### config.mk
export PLATFORM = sky130hd
export DESIGN_NAME = guess_submit
export DESIGN_NICKNAME = d
export VERILOG_FILES = /design/src/rtl/guess_submit.sv
export SDC_FILE = /design/constraint.sdc
export NUM_CORES = 1
export LEC_CHECK = 0
export ABC_AREA = 1
export CORE_ASPECT_RATIO = 1.5
export CORE_MARGIN = 2
export CORE_UTILIZATION = 42
export CTS_BUF_LIST = sky130_fd_sc_hd__clkbuf_4 sky130_fd_sc_hd__clkbuf_8 sky130_fd_sc_hd__clkbuf_16
export DETAILED_ROUTE_END_ITERATION = 12
export PLACE_DENSITY = 0.69
export SYNTH_ARGS = -nofsm -noshare
export SYNTH_HDL_FRONTEND = slang
export SYNTH_SLANG_ARGS = --single-unit
### constraint.sdc
create_clock -name CLOCK_50 -period 1.9 [get_ports CLOCK_50]
set_input_delay 0.38 -clock CLOCK_50 [delete_from_list [all_inputs] [get_ports CLOCK_50]]
set_output_delay 0.38 -clock CLOCK_50 [all_outputs]
set_load 0.01 [all_outputs]
### src/rtl/guess_submit.sv
`default_nettype none
// ============================================================================
//  Module      : guess_submit
//  Description : Guess entry and submission controller for one game round.
//                Collects four shape digits, hands the guess to the grader,
//                records the grader's answer and decides win / lose / retry.
//  Revision    : 1.0  initial release
// ============================================================================
module guess_submit #(
    parameter int MAX_GUESSES = 8
) (
    input  logic        CLOCK_50,
    input  logic        reset,
    input  logic        StartGame,
    input  logic [4:0]  NumRounds,
    input  logic [2:0]  GuessShape,
    input  logic [1:0]  GuessLocation,
    input  logic        LoadGuessNow,
    input  logic        SubmitGuess,
    input  logic        GuessReady,
    input  logic [3:0]  Znarly,
    input  logic [3:0]  Zood,
    output logic [11:0] Guess,
    output logic        GradeIt,
    output logic        GuessLoaded,
    output logic        ConsumeRound,
    output logic [3:0]  GuessCount,
    output logic [3:0]  LastZnarly,
    output logic [3:0]  LastZood,
    output logic        GameWon,
    output logic        GameOver
);

    localparam logic [3:0] c_max_guesses = 4'(MAX_GUESSES);
    localparam logic [3:0] c_win_znarly  = 4'd4;

    typedef enum logic [2:0] {
        S_IDLE   = 3'd0,
        S_ENTRY  = 3'd1,
        S_SUBMIT = 3'd2,
        S_RESULT = 3'd3,
        S_DONE   = 3'd4
    } state_t;

    state_t      r_state;
    state_t      w_state_next;
    logic [11:0] r_guess;
    logic [3:0]  r_written;
    logic [3:0]  r_count;
    logic [3:0]  r_last_znarly;
    logic [3:0]  r_last_zood;
    logic        r_won;
    logic        r_over;
    logic        w_consume;
    logic        w_grade;
    logic        w_loaded;
    logic        w_shape_legal;
    logic        w_load_ok;

    // A digit may be written once per guess and only with a real shape code.
    assign w_loaded      = &r_written;
    assign w_shape_legal = (GuessShape != 3'd0) && (GuessShape != 3'd7);
    assign w_load_ok     = LoadGuessNow && w_shape_legal && !r_written[GuessLocation];

    // State register.
    always_ff @(posedge CLOCK_50) begin
        if (reset) begin
            r_state <= S_IDLE;
        end else begin
            r_state <= w_state_next;
        end
    end

    // Next-state decode plus the two combinational strobes.
    always_comb begin
        w_state_next = r_state;
        w_consume    = 1'b0;
        w_grade      = 1'b0;
        case (r_state)
            S_IDLE: begin
                if (StartGame && (NumRounds != 5'd0)) begin
                    w_consume    = 1'b1;
                    w_state_next = S_ENTRY;
                end
            end
            S_ENTRY: begin
                // Submit is judged on the flags as they stand before this edge.
                if (SubmitGuess && w_loaded) begin
                    w_state_next = S_SUBMIT;
                end
            end
            S_SUBMIT: begin
                w_grade = 1'b1;
                if (GuessReady) begin
                    w_state_next = S_RESULT;
                end
            end
            S_RESULT: begin
                if ((r_last_znarly == c_win_znarly) || (r_count == c_max_guesses)) begin
                    w_state_next = S_DONE;
                end else begin
                    w_state_next = S_ENTRY;
                end
            end
            S_DONE: begin
                if (StartGame) begin
                    w_state_next = S_IDLE;
                end
            end
            default: begin
                w_state_next = S_IDLE;
            end
        endcase
        // Reset silences both strobes in the cycle it is applied.
        if (reset) begin
            w_consume = 1'b0;
            w_grade   = 1'b0;
        end
    end

    // Round datapath: digits, written flags, counters and verdict flags.
    always_ff @(posedge CLOCK_50) begin
        if (reset) begin
            r_guess       <= 12'd0;
            r_written     <= 4'd0;
            r_count       <= 4'd0;
            r_last_znarly <= 4'd0;
            r_last_zood   <= 4'd0;
            r_won         <= 1'b0;
            r_over        <= 1'b0;
        end else begin
            case (r_state)
                S_IDLE: begin
                    if (w_consume) begin
                        r_guess       <= 12'd0;
                        r_written     <= 4'd0;
                        r_count       <= 4'd0;
                        r_last_znarly <= 4'd0;
                        r_last_zood   <= 4'd0;
                    end
                end
                S_ENTRY: begin
                    if (w_load_ok) begin
                        r_written[GuessLocation] <= 1'b1;
                        case (GuessLocation)
                            2'd0:    r_guess[11:9] <= GuessShape;
                            2'd1:    r_guess[8:6]  <= GuessShape;
                            2'd2:    r_guess[5:3]  <= GuessShape;
                            default: r_guess[2:0]  <= GuessShape;
                        endcase
                    end
                end
                S_SUBMIT: begin
                    if (GuessReady) begin
                        r_last_znarly <= Znarly;
                        r_last_zood   <= Zood;
                        // Saturate so the count can never pass the round limit.
                        if (r_count != c_max_guesses) begin
                            r_count <= r_count + 4'd1;
                        end
                    end
                end
                S_RESULT: begin
                    if (r_last_znarly == c_win_znarly) begin
                        r_won <= 1'b1;
                    end else if (r_count == c_max_guesses) begin
                        r_over <= 1'b1;
                    end else begin
                        r_guess   <= 12'd0;
                        r_written <= 4'd0;
                    end
                end
                S_DONE: begin
                    if (StartGame) begin
                        r_won  <= 1'b0;
                        r_over <= 1'b0;
                    end
                end
                default: begin
                end
            endcase
        end
    end

    assign Guess        = r_guess;
    assign GradeIt      = w_grade;
    assign GuessLoaded  = w_loaded;
    assign ConsumeRound = w_consume;
    assign GuessCount   = r_count;
    assign LastZnarly   = r_last_znarly;
    assign LastZood     = r_last_zood;
    assign GameWon      = r_won;
    assign GameOver     = r_over;

endmodule
`default_nettype wire
==> impl_metrics.tcl <==
set metrics [dict create \
    std_cell_rows 28 \
    timing_hold_violations_final 0 \
    die_x_um 56.7 \
    clockPowerShare_pct 25.7 \
    grt_pass1_wl_mm 7.17 \
    register_bit_total_from_synthesis 33 \
    number_of_vias_after_detailed_routing 1863 \
    netSwitchingPower_mw 1.17 \
    power_density_mw_per_mm2 1200 \
    grt_use_met3_pct 3.58 \
    max_cap_violation_count 0 \
    final_max_slew_viol_count 0 \
    critPathMaxFanout 2 \
    yosys.area_share.xor_xnor_pct 0 \
    antennaDiodeCount 0 \
    synthesis.area_per_instance_um2 6.66 \
    critPathLaunchType "primary input" \
    timing.fmax_ghz 0.554 \
    cts_post_setup_buffers_inserted 0 \
    wl_per_cell_um 11.4 \
    cp_cell_sequence "clkdlybuf4s50_1, nor2_1, nand3b_1, nand3_2, inv_1, dlygate4sd2_1" \
    detail_route.first_pass.iterations 4 \
    worst_skew_ps 5.91 \
    worstMarginPinSlew_ps 429 \
    die_area_mm2 0.00471 \
    gpl_wtd_cong 0.795 \
    endpoint_kind_of_the_worst_setup_timing_path "output port" \
    detailedRoute.firstIterationViolations 47 \
    clock_path_buffers 2 \
    worst_hold_path_type "reg2reg" \
    grt_start_max_net_pins 21 \
    placedInstanceArea_mm2 0.00243 \
    max-vdd-ir-drop_uv 875 \
    core_ar_mm2 0.00396 \
    min_delay_path_depth 2 \
    status "complete, no violations" \
    p_comb_share_pct 45.7 \
    dp_hpwl_mm 3.35 \
    insertion_delay_to_the_later_sink_of_the_worst_skew_pair_ps 290 \
    combinational_family_with_the_most_area_after_synthesis "simple AND/OR/NAND/NOR gates" \
    fillers 366 \
    worst-endpoint-arrival_ps 1420 \
    grt_util_all_layers_pct 18.9 \
    share_of_final_layout_standard_cells_stronger_than_drive_strength_1_pct 13.6 \
    synth_cell_type_count 24 \
    number_of_warnings_printed_during_yosys_synthesis 0 \
    i_o_pin_cnt 53 \
    layout.nets 356 \
    worst-setup-path-type "in2out" \
    tritoncts_clock_tree "yes" \
    layout-area-overhead-vs-synth_pct 46.4 \
    ctsHoldBuffers 0 \
    cts.sink_count 33 \
    layout_common_cells "nand2_1 (57), clkdlybuf4s50_1 (49), a21oi_1 (35), dfxtp_1 (33), inv_1 (30)" \
    mostFrequentLayoutCell "nand2_1" \
    post-route-cell-area_mm2 0.00256 \
    finalCoreUtilization_pct 64.8 \
    syn_nets 289 \
    postSynthCellCount 263 \
    pwr-share-seq_pct 28.6 \
    route.final.wire_length_mm 4.29 \
    timing.slew.headroom_pct 71.3 \
    reg2regPathDepth 8 \
    cts.reportedPaths.clkPinSlew_ps 70 \
    intPower_mw 1.91 \
    synth-compound-area-share_pct 12.6 \
    critical-path-top-delay-family "buffers and inverters" \
    post-route-period-util_pct 95.0 \
    critPathRequiredTime_ps 1520 \
    route.detailed.drc 0 \
    global_route.peak_usage_layer "met2" \
    grt_setup_unrepaired "false" \
    mappedNetlistArea_mm2 0.00175 \
    grt_antenna_before_repair 0 \
    met1_usage_pct 20.2 \
    postRouteAntennaNets 0 \
    port-buffer-count 52 \
    area.sequential_um2 661 \
    vias_per_cell 4.95 \
    standby_leakage_power_nw 1.11 \
    crit_path_top_delay_cell "clkdlybuf4s50_1" \
    grt_util_met2_pct 34.6 \
    setup_viol_count_final 0 \
    max_stage_delay_ps 400 \
    grt.overflow.total 0 \
    finalWorstPathRequiredPeriod_ps 1800 \
    ctsRootBufferMaster "clkbuf_8" \
    ys_seq_area_share_pct 37.7 \
    switching_power_as_a_share_of_total_power_pct 38.1 \
    tritoncts.num_buffers 5 \
    post_synth_and_or_nand_nor_area_fraction_pct 38.4 \
    cp_num_buf_inv 3 \
    initial_core_util_pct 44.2 \
    multi_input_comb_area_um2 921 \
    cts.htree.levels 2 \
    dieHeight_um 83.1 \
    post_synth_fa_ha_maj_area_fraction_pct 1.43 \
    synth.mux.area_fraction_pct 0 \
    critical_path_cell_count 6 \
    grt_pass1_vias 1700 \
    finalSetupTns_ps 0 \
]
power groups by stage:
stage | combinational, mW | sequential, mW | clock [mW]
after floorplan | 0.923 | 0.910 | 0
after global placement | 1.39 | 0.897 | 0
after detailed placement | 1.42 | 0.899 | 0
after CTS | 1.42 | 0.883 | 0.804
after global routing | 1.57 | 0.894 | 0.831
final | 1.41 | 0.881 | 0.793
worst paths after layout:
check	start	endpoint	slack, ps
setup / recovery	NumRounds[3]	ConsumeRound	100
hold / removal	Guess[8]	Guess[8]	460
setup reg to reg	GuessCount[0]	r_written[2]	190
hold reg to reg	Guess[8]	Guess[8]	460
cells in the mapped netlist (all sizes together):
| master | number | area share [%] |
|---|---|---|
| nor2 | 38 | 9.7 |
| nand2 | 60 | 13 |
| inv | 33 | 7.1 |
| o21ai | 8 | 2.3 |
| nand4 | 11 | 3.9 |
| buf | 5 | 1.9 |
| nand3b | 1 | 0.43 |
| clkinv | 1 | 0.21 |
| ha | 2 | 1.4 |
| and3 | 1 | 0.36 |
| nand3 | 26 | 8.6 |
| clkbuf | 3 | 0.64 |
| a31oi | 1 | 0.36 |
| nor3 | 5 | 2.1 |
| dfxtp | 33 | 38 |
| a21oi | 35 | 10 |
worst min-delay path, stage by stage (launching register included):
cell and delay [ps]:
dfxtp_1 310, nand2_1 60, a21oi_1 50
registers in the layout (all words and copies together), names as in the netlist:
name	count
Guess	12
GuessCount	4
r_state	3
GameWon	1
LastZood	4
GameOver	1
r_written	4
LastZnarly	4
final cells by class:
type	instances	area share [%]
clock buffer	5	2.68
clock inverter	3	2.54
inverter	34	4.98
multi-input combinational	188	35.9
sequential	33	25.8
tap	45	2.20
timing repair buffer	68	26.0
metrics by stage:
| stage | hold WS, ps | power (mW) | setup WS, ps | std cells |
|---|---|---|---|---|
| 2_1_floorplan | 484 | 1.83 | 352 | 263 |
| 3_3_place_gp | 455 | 2.29 | -168 | 368 |
| 3_5_place_dp | 458 | 2.32 | -175 | 368 |
| 4_1_cts | 468 | 3.10 | 37.6 | 376 |
| 5_1_grt | 488 | 3.30 | 19.6 | 376 |
| 6_report | 464 | 3.08 | 95.2 | 376 |
metal layers:
| layer | share of wire (%) | up-vias |
|---|---|---|
| li1 | - | 988 |
| met1 | 42 | 836 |
| met2 | 52 | 33 |
| met3 | 4.2 | 6 |
| met4 | 1.8 | 0 |
| met5 | 0 | - |
timing repair:
item	CTS	global route
pin swaps	0	0
endpoints found under the setup margin	2	5
hold endpoints to repair	0	0
resized for setup	2	2
kinds of logic after synthesis:
logic type                 count (synthesis)
AOI/OAI and AO/OA                         44
and+or+nand+nor                          142
buffers and inverters                     42
adders and majority gates                  2
DFF                                       33
(Power assumes the default switching activity.)
